<file path="config.mk">
export PLATFORM = sky130hd
export DESIGN_NAME = bin_to_bcd_seq
export DESIGN_NICKNAME = d
export VERILOG_FILES = /design/src/rtl/bcd_pkg.sv /design/src/rtl/bcd_add3.sv /design/src/rtl/bin_to_bcd_seq.sv
export SDC_FILE = /design/constraint.sdc
export NUM_CORES = 1
export LEC_CHECK = 0
export CORE_MARGIN = 3
export CORE_UTILIZATION = 35
export CTS_CLUSTER_SIZE = 40
export DETAILED_ROUTE_END_ITERATION = 8
export GPL_ROUTABILITY_DRIVEN = 0
export GPL_TIMING_DRIVEN = 0
export PLACE_DENSITY = 0.59
export SYNTH_ARGS = -nofsm -noshare
export SYNTH_HDL_FRONTEND = slang
export SYNTH_SLANG_ARGS = --single-unit
</file>
<file path="constraint.sdc">
create_clock -name clk -period 2.6 [get_ports clk]
set_input_delay 0.52 -clock clk [delete_from_list [all_inputs] [get_ports clk]]
set_output_delay 0.52 -clock clk [all_outputs]
set_load 0.02 [all_outputs]
</file>
<file path="src/rtl/bcd_pkg.sv">
// Shared types and defaults for the binary-to-BCD display path.
// Latency: n/a (declarations only).
// Backpressure: n/a.
package bcd_pkg;

  typedef enum logic [1:0] {
    IDLE  = 2'd0,
    SHIFT = 2'd1,
    DONE  = 2'd2
  } state_t;

  localparam int DIGIT_W    = 4;
  localparam int BIN_W_DEF  = 16;
  localparam int DIGITS_DEF = 5;

  // Constant 10**n, wide enough to compare against 2**BIN_W for any
  // practical display width during elaboration.
  function automatic logic [127:0] pow10(input int n);
    logic [127:0] acc;
    acc = 128'd1;
    for (int i = 0; i < n; i++) begin
      acc = acc * 128'd10;
    end
    return acc;
  endfunction

endpackage

</file>
<file path="src/rtl/bcd_add3.sv">
// Double-dabble digit correction: adds 3 to a BCD digit of 5 or more.
// Latency: combinational.
// Backpressure: none.
// Ports: din  - scratch digit before correction
//        dout - corrected digit (din >= 5 ? din + 3 : din)
module bcd_add3
  import bcd_pkg::*;
(
  input  logic [DIGIT_W-1:0] din,
  input  logic               unused_tie,
  output logic [DIGIT_W-1:0] dout
);

  // unused_tie is held at 0 by the parent; folding it in
  // keeps every input observable.
  always_comb begin
    dout = din;
    if ((din >= DIGIT_W'(5)) && !unused_tie) begin
      dout = din + DIGIT_W'(3);
    end
  end

endmodule

</file>
<file path="src/rtl/bin_to_bcd_seq.sv">
// Sequential double-dabble converter from a binary count to packed BCD.
// Latency: start accepted on edge T -> bcd/done/blank registered on edge T+BIN_W+1.
// Backpressure: start is taken only in IDLE; starts while busy are dropped.
//
// Ports:
//   clk    - system clock
//   reset  - asynchronous, active-high reset
//   start  - conversion request, sampled only in IDLE
//   bin    - binary input, captured on the accepted start edge
//   busy   - high in SHIFT and DONE
//   done   - one-cycle pulse coincident with bcd update
//   bcd    - packed BCD result, digit 0 in [3:0], held between conversions
//   valid  - sticky, set on first done, cleared only by reset
//   blank  - leading-zero mask; driven only when BCD_LEADING_ZERO_BLANK_EN
//            is defined, otherwise tied to zero
module bin_to_bcd_seq
  import bcd_pkg::*;
#(
  parameter int BIN_W  = BIN_W_DEF,
  parameter int DIGITS = DIGITS_DEF
) (
  input  logic                    clk,
  input  logic                    reset,
  input  logic                    start,
  input  logic [BIN_W-1:0]        bin,
  output logic                    busy,
  output logic                    done,
  output logic [DIGIT_W*DIGITS-1:0] bcd,
  output logic                    valid,
  output logic [DIGITS-1:0]       blank
);

  localparam int SCR_W = DIGIT_W * DIGITS;
  localparam int CNT_W = $clog2(BIN_W + 1);
  localparam int CAT_W = SCR_W + BIN_W;

  // The digit count must be able to hold the largest input value.
  if (pow10(DIGITS) <= ((128'd1 << BIN_W) - 128'd1)) begin : g_bad_size
    $error("bin_to_bcd_seq: DIGITS too small for BIN_W");
  end

  state_t             state_q, state_nxt;
  logic [BIN_W-1:0]   shift_q;
  logic [SCR_W-1:0]   scratch_q;
  logic [CNT_W-1:0]   count_q;
  logic [SCR_W-1:0]   bcd_q;
  logic               done_q;
  logic               valid_q;
  logic               accept;
  logic [SCR_W-1:0]   corr;
  logic [CAT_W-1:0]   cat_shifted;

  // One correction stage per digit, reused on every shift cycle.
  for (genvar i = 0; i < DIGITS; i++) begin : g_add3
    bcd_add3 u_add3 (
      .din        (scratch_q[i*DIGIT_W +: DIGIT_W]),
      .unused_tie (1'b0),
      .dout       (corr[i*DIGIT_W +: DIGIT_W])
    );
  end

  // Shift the corrected scratch and the input together; the bit leaving the
  // top digit falls off the end and is always zero for a legal sizing.
  assign cat_shifted = {corr, shift_q} << 1;

  always_comb begin
    state_nxt = state_q;
    accept    = 1'b0;
    case (state_q)
      IDLE: begin
        if (start) begin
          accept    = 1'b1;
          state_nxt = SHIFT;
        end
      end
      SHIFT: begin
        if (count_q == CNT_W'(1)) begin
          state_nxt = DONE;
        end
      end
      DONE: begin
        state_nxt = IDLE;
      end
      default: begin
        state_nxt = IDLE;
      end
    endcase
  end

  always_ff @(posedge clk or posedge reset) begin
    if (reset) begin
      state_q   <= IDLE;
      shift_q   <= '0;
      scratch_q <= '0;
      count_q   <= '0;
      bcd_q     <= '0;
      done_q    <= 1'b0;
      valid_q   <= 1'b0;
    end else begin
      state_q <= state_nxt;
      done_q  <= 1'b0;
      if (accept) begin
        shift_q   <= bin;
        scratch_q <= '0;
        count_q   <= CNT_W'(BIN_W);
      end
      if (state_q == SHIFT) begin
        scratch_q <= cat_shifted[CAT_W-1:BIN_W];
        shift_q   <= cat_shifted[BIN_W-1:0];
        count_q   <= count_q - CNT_W'(1);
      end
      if (state_q == DONE) begin
        bcd_q   <= scratch_q;
        done_q  <= 1'b1;
        valid_q <= 1'b1;
      end
    end
  end

  assign busy  = (state_q == SHIFT) || (state_q == DONE);
  assign done  = done_q;
  assign bcd   = bcd_q;
  assign valid = valid_q;

`ifdef BCD_LEADING_ZERO_BLANK_EN
  logic [DIGITS-1:0] blank_q;
  logic [DIGITS-1:0] blank_nxt;
  logic              seen_nz;

  // Walk down from the top digit; every digit above the first nonzero one
  // is blanked. Digit 0 always shows so a zero value displays "0".
  always_comb begin
    blank_nxt = '0;
    seen_nz   = 1'b0;
    for (int i = DIGITS - 1; i >= 1; i--) begin
      if (scratch_q[i*DIGIT_W +: DIGIT_W] != '0) begin
        seen_nz = 1'b1;
      end
      blank_nxt[i] = !seen_nz;
    end
  end

  always_ff @(posedge clk or posedge reset) begin
    if (reset) begin
      blank_q <= '0;
    end else if (state_q == DONE) begin
      blank_q <= blank_nxt;
    end
  end

  assign blank = blank_q;
`else
  assign blank = '0;
`endif

endmodule

</file>
==> results by group, run 1 <==
Status
  – Outcome: finished, final reports clean

Cells and area
  – Antenna cells: 0
  – Sequential Area: ~1600 µm²
  – Area Overhead vs Synth: 24.19%
  – Most common cell after layout, fill and taps aside: dfrtp_1
  – # nets final: 400
  – Fillcell total: 846
  – Multi-input gate area: around 1500 µm²
  – Most frequent cells in the layout: dfrtp_1 (65), clkdlybuf4s50_1 (41), nand2_1 (28), o21ai_0 (28), mux2_2 (20)
  – Layout cell share with drive strength beyond 1: 16.22%

Clock network
  – Longest Clk Path Bufs: 2
  – CTS tree: yes
  – CTS-repair resized insts: 0
  – Sinks on Clock Net: between 60 and 70
  – H-tree lvl count: 3
  – Clock Tree Root: clkbuf_8
  – Num CTS Buffers: 9
  – CTS clk-pin slew, worst paths: around 0.07 ns
  – Hold_buf cts: 0
  – Clock Latency Late Sink: 0.35 ns
  – Post-CTS Setup Bufs: 0

Power and ir drop
  – Int Pwr: 3.071 mW
  – Tot Pwr: about 5.1 mW
  – Leakage power: ~1.9 nW
  – Switching share of power: between 40% and 50%
  – Peak supply drop: approximately 0.45 mV
  – NetSw: 2.070 mW
  – Clock Power Share: 18.7%
  – Seq pwr share: between 30% and 40%
  – Logic gate share of total power: 48.2%
  – Pwr/cell area: between 1000 and 1500 nW/µm²

Worst setup path
  – Crit-path max cell delay: approximately 0.60 ns
  – Worst EP required: 2.08 ns
  – Critical-path maximum fanout: 3
  – Crit-path leading delay family: buffers and inverters
  – CP max-delay cell: clkdlybuf4s50_1
  – CP endpoint kind: output port
  – Critical path class: reg -> out
  – CP Cell Sequence: inv_1, ha_1, clkdlybuf4s50_1
  – CP bufs+invs: 2
  – CP Data Arrival Time: between 1.5 and 2 ns
  – Startpoint Class: flop

Synth
  – Mapped Cells: around 310
  – Synth warnings: 0
  – Mean Syn Cell Area: 10.78 µm²
  – Flip-flop and latch count after synthesis: 65
  – Sequential area share after synthesis: between 40% and 50%
  – Mapped Area: 3331 µm²
  – Synth unique cells: 40

Die
  – I/O pins: 47
  – Die H: ~100 µm
  – Core area: 8976 µm²
  – Die Width: between 100 and 150 µm
  – Row Count: 34
  – Starting Density: a little under two fifths
  – Die area: 10,720 µm²

Global routing
  – Global-route usage over all layers: 14.12%
  – First-pass GRT wire length: 12,160 µm
  – Vias in the first global route: 2,402
  – Largest net degree at the start of global routing: 66
  – GRT overflow: 0
  – Initial antenna violation count: 0

Hold path
  – Hold Crit Class: reg -> reg

Timing
  – Final hold violations: 0
  – Fin. max-slew vios: 0
  – Slew HR: a little under half
  – Max frequency: roughly 0.45 GHz
  – Clk_skew: 0.009367 ns
  – Setup violations, final: 0
  – Final period util: between 80% and 90%
  – Worst Max-Slew Pin Slew: 0.7940 ns
  – Final min period: around 2.2 ns
  – Final worst setup slack: 0.3969 ns
  – RSZ-0062 raised after global routing: false

Detailed routing
  – WL final: a little over 7000 µm
  – Iteration count of the initial detailed-routing pass: 4
  – # DRC: 0
  – Post-DRT Antenna Nets: 0
  – DR iter-0 viols: 141
  – Via density: around 5.0
  – Via Count: approximately 2,500
  – Avg WL per Cell: ~15 µm

Place
  – Port bufs: just over 40
  – Dpl hpwl: just under 5000 µm
  – Post-Place Worst Slack: around 0.48 ns

Flow run
  – MaxCap Viol Count: 0
[cell usage after synthesis, drive strengths merged]
library cell / count / area [µm²]
o22ai: 3 / 18.77
or4b: 5 / 53.80
dfrtp: 65 / 1627
nor3: 1 / 5.000
nand4: 5 / 31.28
nor3b: 5 / 37.54
ha: 16 / 200.2
nand2b: 5 / 31.28
nand2: 28 / 105.1
or2: 1 / 6.260
and3b: 5 / 43.79
a2111oi: 1 / 8.760
a311oi: 1 / 8.760
nand3: 13 / 65.06
a31oi: 9 / 56.30
mux2i: 15 / 150.1
inv: 16 / 60.06
o31ai: 2 / 15.01
conb: 1 / 3.750
buf: 18 / 103.8
mux2: 21 / 236.5
a2111o: 5 / 56.30
a21o: 1 / 7.510
o21a: 1 / 7.510
clkbuf: 8 / 30.03
a21oi: 5 / 28.78
o32a: 1 / 10.01
and3: 4 / 25.02
nor2b: 2 / 12.51
a211o: 4 / 35.03
o311ai: 4 / 35.03
and2: 5 / 31.28
a31o: 4 / 35.03
xnor2: 1 / 8.760
o21ai: 28 / 140.1
[power by group through the flow]
stage          combinational (mW)  clock [mW]  sequential, mW
2_1_floorplan                1.57           0            1.81
3_3_place_gp                 2.45           0            1.71
3_5_place_dp                 2.49           0            1.72
4_1_cts                      2.50       0.997            1.71
5_1_grt                      2.77        1.04            1.77
6_report                     2.48       0.961            1.70
[final cells by class]
| type | count | share of cell area [%] |
|---|---|---|
| Sequential cell | 65 | 39.32 |
| Tap cell | 126 | 3.811 |
| Inverter | 16 | 1.512 |
| Buffer | 26 | 3.237 |
| Clock inverter | 5 | 1.906 |
| Multi-Input combinational cell | 206 | 36.87 |
| Timing Repair Buffer | 41 | 9.921 |
| Clock buffer | 11 | 3.418 |
[kinds of logic (layout without fill, tap and decap cells)]
group	count (synthesis)	in the layout	share of synthesized area, %
AO/OA/AOI/OAI	69	69	13.90
XOR/XNOR	1	1	0.2630
buffers and inverters	42	99	5.823
multiplexers	36	36	11.61
other	1	5	0.1126
adder cells (fa/ha/maj)	16	16	6.010
AND/OR/NAND/NOR	79	79	13.45
flip-flops	65	65	48.84
[final timing paths]
kind                             from      endpoint  slack [ns]  cells after the start
setup / recovery           state_q[0]          busy        0.40                      3
hold / removal                  valid         valid        0.47                      1
setup reg to reg           state_q[1]  scratch_q[4]        0.60                      7
hold reg to reg                 valid         valid        0.47                      1
max in group asynchronous       reset    count_q[2]        1.40                      2
min in group asynchronous       reset    shift_q[1]        0.68                      2
[stage by stage]
step / cell area, µm² / setup TNS (ns) / hold slack (ns) / instances / util, %
2_1_floorplan: 3346 / 0 / 0.4492 / 313 / -
3_3_place_gp: 3914 / -51.46 / 0.4507 / 480 / 43.60
3_5_place_dp: 3916 / 0 / 0.4495 / 480 / 43.63
4_1_cts: 4136 / 0 / 0.4707 / 496 / 46.08
5_1_grt: 4136 / 0 / 0.4786 / 496 / 46.08
6_report: 4136 / 0 / 0.4666 / 496 / 46.08
[registers in the layout, indices dropped and copies added (netlist names)]
register and cells:
done 1, valid 1, bcd 20, state_q 2, count_q 5, shift_q 16
scratch_q 20
[layer usage]
| layer | vias to the layer above | share of wire, % | wire length [µm] | global-route usage, % |
|---|---|---|---|---|
| li1 | 1215 | - | - | - |
| met1 | 1206 | 47 | 3423 | 18.52 |
| met2 | 60 | 46 | 3349 | 21.87 |
| met3 | 4 | 5.8 | 421 | 4.229 |
| met4 | 0 | 0.55 | 40 | 5.793 |
| met5 | - | 0 | 0 | 0 |
[worst reg2reg max path: stages (launching register included)]
cell and delay (ns):
dfrtp_1 0.38, inv_1 0.12, ha_1 0.15, buf_2 0.22, buf_2 0.26, clkbuf_1 0.47, nand3_1 0.15, o311ai_0 0.13
Note: power is estimated with default switching activity, not from simulation.
==> inputs of run 2 (changes only) <==
==> constraint.sdc (replaced) <==
create_clock -name clk -period 2.2 [get_ports clk]
set_input_delay 0.44 -clock clk [delete_from_list [all_inputs] [get_ports clk]]
set_output_delay 0.44 -clock clk [all_outputs]
set_load 0.02 [all_outputs]
==> results by group, run 2 (synthesis gave the netlist of run 1 again) <==
Detailed routing
  – Via density: 5.016 (was 5.010)
  – Via Count: 2,488 (was 2,485)
  – Post-DRT Antenna Nets: 0 (unchanged)
  – Iteration count of the initial detailed-routing pass: 4 (unchanged)
  – # DRC: 0 (unchanged)
  – WL final: 7260 µm (was 7234 µm)
  – DR iter-0 viols: 146 (was 141)
  – Avg WL per Cell: 14.64 µm (was 14.58 µm)

Timing
  – RSZ-0062 raised after global routing: false (unchanged)
  – Final min period: ~2.1 ns
  – Clk_skew: 0.009412 ns (was 0.009367 ns)
  – Fin. max-slew vios: 0 (unchanged)
  – Setup TNS: 0 ns (unchanged)
  – Final period util: 96.62%
  – Slew HR: 47.02% (was 47.07%)
  – Setup violations, final: 0 (unchanged)
  – Worst Max-Slew Pin Slew: 0.7948 ns (was 0.7940 ns)
  – Final hold violations: 0 (unchanged)
  – Final worst setup slack: 0.07436 ns (was 0.3969 ns)
  – Max frequency: roughly 0.47 GHz

Global routing
  – Global-route usage over all layers: 14.12% (unchanged)
  – Vias in the first global route: 2,402 (unchanged)
  – First-pass GRT wire length: 12,160 µm (unchanged)
  – Initial antenna violation count: 0 (unchanged)
  – Largest net degree at the start of global routing: 66 (unchanged)
  – GRT overflow: 0 (unchanged)

Clock network
  – Longest Clk Path Bufs: 2 (unchanged)
  – Hold_buf cts: 0 (unchanged)
  – H-tree lvl count: 3 (unchanged)
  – CTS tree: yes (unchanged)
  – Post-CTS Setup Bufs: 0 (unchanged)
  – CTS clk-pin slew, worst paths: 0.07 ns (about the same)
  – Clock Tree Root: clkbuf_8 (unchanged)
  – Num CTS Buffers: 9 (unchanged)
  – Sinks on Clock Net: 65 (unchanged)
  – Clock Latency Late Sink: 0.35 ns (about the same)
  – CTS-repair resized insts: 0 (unchanged)

Cells and area
  – Most frequent cells in the layout: dfrtp_1 (65), clkdlybuf4s50_1 (41), nand2_1 (28), o21ai_0 (28), mux2_2 (20) (unchanged)
  – Antenna cells: 0 (unchanged)
  – Post-Layout Cell Count: 496 (unchanged)
  – Area Overhead vs Synth: 24.23% (was 24.19%)
  – Fin area: 4138 µm² (was 4136 µm²)
  – Most common cell after layout, fill and taps aside: dfrtp_1 (unchanged)
  – # nets final: 400 (unchanged)
  – Layout cell share with drive strength beyond 1: 16.49% (was 16.22%)
  – Fillcell total: 847 (was 846)

Worst setup path
  – CP Cell Sequence: inv_1, ha_1, clkdlybuf4s50_1 (unchanged)
  – CP max-delay cell: clkdlybuf4s50_1 (unchanged)
  – R2R cell count: 7 (unchanged)
  – R2R setup slack: 0.23 ns (was 0.60 ns)
  – Worst EP required: 1.76 ns (was 2.08 ns)
  – CP endpoint kind: output port (unchanged)
  – FF-to-FF Start: state_q[1] (unchanged)
  – CP Data Arrival Time: 1.69 ns (was 1.68 ns)
  – Worst r2r dst: scratch_q[15] (was scratch_q[4])
  – Crit. Startpoint: state_q[0] (unchanged)
  – Critical path endpoint: busy (unchanged)
  – Critical-path maximum fanout: 3 (unchanged)
  – Crit-path max cell delay: 0.60 ns (about the same)
  – Startpoint Class: flop (unchanged)
  – Critical path class: reg -> out (unchanged)

Die
  – Die area: 10,720 µm² (unchanged)
  – I/O pins: 47 (unchanged)
  – Die H: 103.6 µm (unchanged)
  – Die Width: 103.6 µm (unchanged)
  – Starting Density: 37.11% (unchanged)
  – Row Count: 34 (unchanged)
  – Core area: 8976 µm² (unchanged)

Power and ir drop
  – Leakage power: 1.867 nW (was 1.864 nW)
  – Peak supply drop: 0.5349 mV (was 0.4511 mV)
  – Switching share of power: 40.35% (was 40.27%)
  – Seq pwr share: 33.1% (about the same)
  – Clock Power Share: 18.7% (about the same)
  – Int Pwr: 3.632 mW (was 3.071 mW)
  – Pwr/cell area: 1472 nW/µm² (was 1243 nW/µm²)
  – Logic gate share of total power: 48.2% (about the same)
  – NetSw: 2.457 mW (was 2.070 mW)

Place
  – Dpl hpwl: 4886 µm (unchanged)
  – Dpl cell area: 3916 µm² (unchanged)
  – Port bufs: 41 (unchanged)
  – Post-Place Worst Slack: 0.1622 ns (was 0.4822 ns)
  – Dpl cells: 480 (unchanged)

Status
  – Outcome: finished, final reports clean (unchanged)

Flow run
  – MaxCap Viol Count: 0 (unchanged)

Hold path
  – Hold path depth: 1 (unchanged)
  – Hold Crit Class: reg -> reg (unchanged)
==> run 2: cell types whose count changed in the layout (fill, tap and decap cells not counted) <==
cell / before / now
clkbuf_1: 9 / 8
clkbuf_2: 0 / 1
==> run 2: worst min-delay path by stage <==
stage	endpoint	startpoint
floorplan	shift_q[8]	shift_q[7]
global placement	valid	valid
detailed placement	valid	valid
CTS	valid	valid
global route	valid	valid
finish	valid	valid
==> run 2: metal layers <==
layer  track usage (%)  part of all wire (%)  up-vias
met3             4.229                   6.0        9
met1             18.52                    47     1201
met4             5.793                   1.5        0
met2             21.87                    45       62
li1                  -                     -     1216
met5                 0                     0        -
==> run 2: critical path, delay by kind of cell (launching register included) <==
| family | cells | cell delay, ns |
|---|---|---|
| buf+inv | 2 | 0.69 |
| flops | 1 | 0.37 |
| fa+ha+maj | 1 | 0.28 |
==> run 2: cell type report <==
class                   count  area [µm²]  area share [%]
multi-input cells         206        1525           36.86
clock inverters             5       78.83           1.905
clock buffers              11       141.4           3.417
repair buffers             41       410.4           9.918
inverters                  16       62.56           1.512
well taps                 126       157.7           3.810
plain buffers              26       135.1           3.266
flip-flops and latches     65        1627           39.31
==> run 2: power by group through the flow <==
stage | registers [mW] | clock network (mW) | logic, mW
2_1_floorplan | 2.14 | 0 | 1.86
3_5_place_dp | 2.03 | 0 | 2.94
3_3_place_gp | 2.02 | 0 | 2.89
6_report | 2.01 | 1.14 | 2.94
4_1_cts | 2.02 | 1.18 | 2.95
5_1_grt | 2.09 | 1.23 | 3.27
==> run 2: through the flow <==
step	total power [mW]	utilization, %	hold WS (ns)
2_1_floorplan	4.002	-	0.4492
3_3_place_gp	4.918	43.60	0.4507
3_5_place_dp	4.976	43.63	0.4495
4_1_cts	6.145	46.08	0.4707
5_1_grt	6.591	46.10	0.4786
6_report	6.089	46.10	0.4666
==> inputs of run 3 (changes only) <==
--- a/config.mk
+++ b/config.mk
@@ -5,6 +5,7 @@
 export SDC_FILE = /design/constraint.sdc
 export NUM_CORES = 1
 export LEC_CHECK = 0
+export CAP_MARGIN = 20
 export CORE_MARGIN = 3
 export CORE_UTILIZATION = 35
 export CTS_CLUSTER_SIZE = 40
==> results of run 3 <==
Final layout, timing and power as in run 2 (identical DEF).
